File: src/rtl/pixel_combinator.sv
// Raster-order reader: walks (x,y), broadcasts the check coordinate to the reorder queues,
// and emits the matching queue's colour (or a default colour after a timeout) on a valid/ready stream.
module pixel_combinator #(
  parameter int                    DATA_WIDTH     = 32,
  parameter int                    RBG_SIZE       = 24,
  parameter int                    NUM_QUEUES     = 4,
  parameter int                    X_SIZE         = 640,
  parameter int                    Y_SIZE         = 480,
  parameter int                    TIMEOUT        = 1024,
  parameter logic [RBG_SIZE-1:0]   DEFAULT_COLOUR = '0
) (
  input  logic                           clk,
  input  logic                           reset,
  input  logic                           enable,
  input  logic [NUM_QUEUES-1:0]          hit_i,
  input  logic [NUM_QUEUES*RBG_SIZE-1:0] colour_i,
  output logic [DATA_WIDTH-1:0]          xpixel_check,
  output logic [DATA_WIDTH-1:0]          ypixel_check,
  output logic [RBG_SIZE-1:0]            m_data,
  output logic                           m_valid,
  input  logic                           m_ready,
  output logic                           m_sof,
  output logic                           m_eol,
  output logic                           frame_done,
  output logic [15:0]                    miss_count
);

  localparam int KW = (NUM_QUEUES > 1) ? $clog2(NUM_QUEUES) : 1;
  localparam int TW = $clog2(TIMEOUT) + 1;

  // PARK is all-ones minus one: never a real pixel and never the empty-slot marker.
  localparam logic [DATA_WIDTH-1:0] PARK   = {{(DATA_WIDTH-1){1'b1}}, 1'b0};
  localparam logic [DATA_WIDTH-1:0] X_LAST = DATA_WIDTH'(X_SIZE - 1);
  localparam logic [DATA_WIDTH-1:0] Y_LAST = DATA_WIDTH'(Y_SIZE - 1);
  localparam logic [TW-1:0]         TO_LAST = TW'(TIMEOUT - 1);

  typedef enum logic [1:0] {
    S_IDLE,
    S_SEEK,
    S_CAPTURE,
    S_EMIT
  } state_t;

  state_t                  state_q;
  logic [DATA_WIDTH-1:0]   x_q;
  logic [DATA_WIDTH-1:0]   y_q;
  logic [DATA_WIDTH-1:0]   xchk_q;
  logic [DATA_WIDTH-1:0]   ychk_q;
  logic [KW-1:0]           sel_q;
  logic [TW-1:0]           to_q;
  logic [RBG_SIZE-1:0]     data_q;
  logic                    valid_q;
  logic                    sof_q;
  logic                    eol_q;
  logic                    done_q;
  logic [15:0]             miss_q;

  logic [DATA_WIDTH-1:0]   x_d;
  logic [DATA_WIDTH-1:0]   y_d;
  logic                    last_d;
  logic                    sof_d;
  logic                    eol_d;
  logic                    hit_any;
  logic [KW-1:0]           hit_idx;
  logic [RBG_SIZE-1:0]     colour_arr [NUM_QUEUES];

  always_comb begin
    for (int k = 0; k < NUM_QUEUES; k++) begin
      colour_arr[k] = colour_i[k*RBG_SIZE +: RBG_SIZE];
    end
  end

  // Lowest-index hit wins when several queues match at once.
  always_comb begin
    hit_any = |hit_i;
    hit_idx = '0;
    for (int i = NUM_QUEUES - 1; i >= 0; i--) begin
      if (hit_i[i]) hit_idx = KW'(i);
    end
  end

  always_comb begin
    sof_d  = (x_q == '0) && (y_q == '0);
    eol_d  = (x_q == X_LAST);
    last_d = (x_q == X_LAST) && (y_q == Y_LAST);
    x_d    = x_q + DATA_WIDTH'(1);
    y_d    = y_q;
    if (x_q == X_LAST) begin
      x_d = '0;
      y_d = (y_q == Y_LAST) ? '0 : y_q + DATA_WIDTH'(1);
    end
  end

  always_ff @(posedge clk or negedge reset) begin
    if (!reset) begin
      state_q <= S_IDLE;
      x_q     <= '0;
      y_q     <= '0;
      xchk_q  <= PARK;
      ychk_q  <= PARK;
      sel_q   <= '0;
      to_q    <= '0;
      data_q  <= '0;
      valid_q <= 1'b0;
      sof_q   <= 1'b0;
      eol_q   <= 1'b0;
      done_q  <= 1'b0;
      miss_q  <= '0;
    end else begin
      done_q <= 1'b0;
      case (state_q)
        S_IDLE: begin
          xchk_q <= PARK;
          ychk_q <= PARK;
          if (enable) begin
            x_q     <= '0;
            y_q     <= '0;
            xchk_q  <= '0;
            ychk_q  <= '0;
            to_q    <= '0;
            state_q <= S_SEEK;
          end
        end

        S_SEEK: begin
          to_q <= to_q + TW'(1);
          if (hit_any) begin
            // Parking the check on the same edge guarantees a single pop.
            sel_q   <= hit_idx;
            xchk_q  <= PARK;
            ychk_q  <= PARK;
            state_q <= S_CAPTURE;
          end else if (to_q == TO_LAST) begin
            data_q  <= DEFAULT_COLOUR;
            valid_q <= 1'b1;
            sof_q   <= sof_d;
            eol_q   <= eol_d;
            if (miss_q != 16'hFFFF) miss_q <= miss_q + 16'd1;
            xchk_q  <= PARK;
            ychk_q  <= PARK;
            state_q <= S_EMIT;
          end
        end

        S_CAPTURE: begin
          // The queue's registered colour is valid one cycle after its match.
          data_q  <= colour_arr[sel_q];
          valid_q <= 1'b1;
          sof_q   <= sof_d;
          eol_q   <= eol_d;
          state_q <= S_EMIT;
        end

        S_EMIT: begin
          if (m_ready) begin
            valid_q <= 1'b0;
            to_q    <= '0;
            x_q     <= x_d;
            y_q     <= y_d;
            done_q  <= last_d;
            if (last_d && !enable) begin
              state_q <= S_IDLE;
            end else begin
              xchk_q  <= x_d;
              ychk_q  <= y_d;
              state_q <= S_SEEK;
            end
          end
        end

        default: state_q <= S_IDLE;
      endcase
    end
  end

  assign xpixel_check = xchk_q;
  assign ypixel_check = ychk_q;
  assign m_data       = data_q;
  assign m_valid      = valid_q;
  assign m_sof        = sof_q;
  assign m_eol        = eol_q;
  assign frame_done   = done_q;
  assign miss_count   = miss_q;

endmodule

File: config.mk
export PLATFORM = sky130hd
export DESIGN_NAME = pixel_combinator
export DESIGN_NICKNAME = d
export VERILOG_FILES = /design/src/rtl/pixel_combinator.sv
export SDC_FILE = /design/constraint.sdc
export NUM_CORES = 1
export LEC_CHECK = 0
export ABC_CLOCK_PERIOD_IN_PS = 2800
export CAP_MARGIN = 40
export CORE_ASPECT_RATIO = 1.2
export CORE_MARGIN = 2
export CORE_UTILIZATION = 36
export DETAILED_ROUTE_END_ITERATION = 10
export PLACE_DENSITY = 0.61
export SETUP_SLACK_MARGIN = 0.4
export SYNTH_ARGS = -nofsm -noshare
export SYNTH_HDL_FRONTEND = slang
export SYNTH_SLANG_ARGS = --single-unit
File: constraint.sdc
create_clock -name clk -period 2.8 [get_ports clk]
set_clock_uncertainty 0.15 [all_clocks]
set_input_delay 0.56 -clock clk [delete_from_list [all_inputs] [get_ports clk]]
set_output_delay 0.56 -clock clk [all_outputs]
set_load 0.005 [all_outputs]
==> impl_metrics.tcl <==
set metrics [dict create \
    clk_pin_slew_worst_paths_ns 0.08 \
    ys_ff_latch 187 \
    cts-root-buf "clkbuf_16" \
    remaining_drc_errors 0 \
    r2r_start "x_q[7]" \
    avgSynthCellArea_um2 9.79 \
    ys_async_sr_fraction 1.00 \
    drv_cap 0 \
    seq_area_um2 4770 \
    seq_area_frac_synth 0.465 \
    finalCritPeriodShare 0.928 \
    synth_edf_count 0 \
    num_rows 67 \
    area_growth_pct 49.1 \
    worstMarginPinSlew_ns 0.531 \
    peakVddDrop_mv 0.437 \
    num_antenna_cells 0 \
    setup_viol 0 \
    layout_min_cycle_time_ns 2.60 \
    yosysWarnings 0 \
    rrSetupSlack_ns 0.20 \
    routabilityCongestion 0.890 \
    p_leak_nw 6.11 \
    wirelength_um 32100 \
    multi_input_area_um2 5770 \
    synthesis.nets 1159 \
    hpwl_um 22400 \
    grt_overflow 0 \
    ys_types 55 \
    numCtsBuffers 17 \
    netlist.area_leader.share 0.306 \
    wl_per_cell_um 18.5 \
    io_buffers 211 \
    final_nets 1459 \
    layout_setup_ws_ns 0.202 \
    antenna_found_initial 0 \
    grt_max_degree 63 \
    synth_area_leaders "dfrtp_1, dfstp_2, nand2_1" \
    critPathMaxFanout 4 \
    coreArea_um2 27900 \
    dp.cells 1670 \
    vias 9348 \
    hold_path_depth 2 \
    worst_setup_path_start_kind "flop" \
    finalNonFillerCells 1736 \
    end_kind "flop" \
    pre_cts_ws_ns -0.0376 \
    drt-initial-drc-count 521 \
    drive_gt1_frac 0.290 \
    relSlewSlack 0.646 \
    start_util 0.366 \
    powerDensity_nw_per_um2 859 \
    rsz0062_at_grt "true" \
    p_total_mw 13.1 \
    reg2reg_to "y_q[23]" \
    ctsHtreeMaxLevel 4 \
    min_from "m_data[7]" \
    outcome "finished clean" \
    grtUsageTotal 0.212 \
    final_common_cell "clkdlybuf4s50_1" \
    critPathKind "flop to flop" \
    layout_common_cells "clkdlybuf4s50_1, nand2_1, dfrtp_1, buf_4, o21ai_0" \
    ys.flop_type "dfrtp_1" \
    firstDrtPassIters 5 \
    hold_viol_final 0 \
    syn_area_um2 10200 \
    grt_pass1_wl_um 49500 \
    worstPathArrival_ns 2.78 \
    ant_nets 0 \
    final_max_slew_viol_count 0 \
    dpl_cell_area_um2 13500 \
    max_clock_freq_mhz 385 \
    die_h_um 189 \
    syn_inst 1044 \
    dieArea_um2 29800 \
    numClockSinks 187 \
    fin_util 0.546 \
    cts_tree "done" \
    design_area_um2 15200 \
    nFillCells 2405 \
    grt_pass1_vias 9226 \
    whs_endpoint "m_data[7]" \
    vias_per_cell 5.38 \
    die_w_um 158 \
    hp-class "flop to flop" \
    ff2ff_path_depth 8 \
    cts_max_path_buffers 2 \
    clk_latency_ns 0.44 \
    crit_required_ns 2.98 \
    synth_top_cell_by_area "dfrtp_1" \
    ioPinCount 212 \
]
-- stage by stage --
| step | setup TNS [ns] | hold WS [ns] |
|---|---|---|
| final | 0 | 0.329 |
| after global routing | 0 | 0.360 |
| after CTS | 0 | 0.334 |
| after detailed placement | -0.129 | 0.319 |
| after global placement | 0 | 0.310 |
| after floorplan | 0 | 0.114 |
-- report_power, final --
part | switching (mW) | internal [mW]
Clock | 1.12 | 1.51
Combinational | 2.97 | 3.38
Sequential | 0.413 | 3.69
-- synthesized netlist by cell type, drive strengths merged (9+ instances only) --
master  instances
inv            20
nor2           69
buf            14
a21oi          29
or4            10
xnor2          49
o21ai          91
a211oi          9
mux4           24
a22o           10
nand4          27
and3           15
ha             11
nand2b          9
dfrtp         125
nand3          39
nor4           39
o221a          12
xor2           22
o22a           34
clkbuf         59
nor3           30
and4           11
dfstp          62
nand2         145
o31ai          21
-- sequential cells by signal (all words and copies together) (netlist names) --
| register | count |
|---|---|
| sel_q | 2 |
| m_sof | 1 |
| y_q | 32 |
| m_eol | 1 |
| frame_done | 1 |
| xpixel_check | 32 |
| m_data | 24 |
| state_q | 2 |
| to_q | 11 |
| x_q | 32 |
| m_valid | 1 |
| miss_count | 16 |
| ypixel_check | 32 |
-- final cells by class --
| class | instances | share of cell area |
|---|---|---|
| clock inverter | 10 | 0.00813 |
| sequential | 187 | 0.313 |
| tap | 379 | 0.0311 |
| multi-input combinational | 765 | 0.379 |
| clock buffer | 22 | 0.0339 |
| inverter | 20 | 0.00493 |
| timing repair buffer | 353 | 0.230 |
-- worst max path at each step --
stage,from,end,slack [ns]
6_report,x_q[7],y_q[23],0.20
2_1_floorplan,x_q[30],ypixel_check[23],0.26
4_1_cts,x_q[11],y_q[23],0.21
3_3_place_gp,hit_i[1],xpixel_check[6],0.02
3_5_place_dp,hit_i[1],xpixel_check[6],-0.04
5_1_grt,x_q[7],y_q[23],0.13
-- worst max-delay path, cell delays in order, from the launching register on --
cell	delay (ns)
dfrtp_2	0.43
nor4_4	0.34
nand4_2	0.21
buf_4	0.20
or4_4	0.51
buf_4	0.16
nor3_2	0.14
o21ai_1	0.09
mux2_2	0.26
-- repair_timing --
item,4_1_cts,5_1_grt
buffers inserted,4,20
setup endpoints to repair,91,123
hold buffers,1,0
gates cloned,1,8
gates resized for setup,52,91
hold endpoints to repair,52,0
pin swaps,26,24
-- kinds of logic (layout without fill, tap and decap cells) --
logic type,after synthesis,count (layout),share of synthesized area
AO/OA/AOI/OAI,238,238,0.158
buffers and inverters,93,405,0.0366
XOR/XNOR,71,71,0.0608
adder cells (fa/ha/maj),11,11,0.0135
AND/OR/NAND/NOR,412,413,0.204
multiplexers,32,32,0.0615
flip-flops,187,187,0.465
-- metal layers --
| metal | up-vias | global-route usage | part of all wire | wire length (um) |
|---|---|---|---|---|
| li1 | 4427 | - | - | - |
| met1 | 4560 | 0.272 | 0.41 | 13300 |
| met2 | 314 | 0.348 | 0.50 | 16100 |
| met3 | 47 | 0.0453 | 0.056 | 1810 |
| met4 | 0 | 0.0825 | 0.028 | 885 |
| met5 | - | 0 | 0 | 0 |
(Power assumes the default switching activity.)
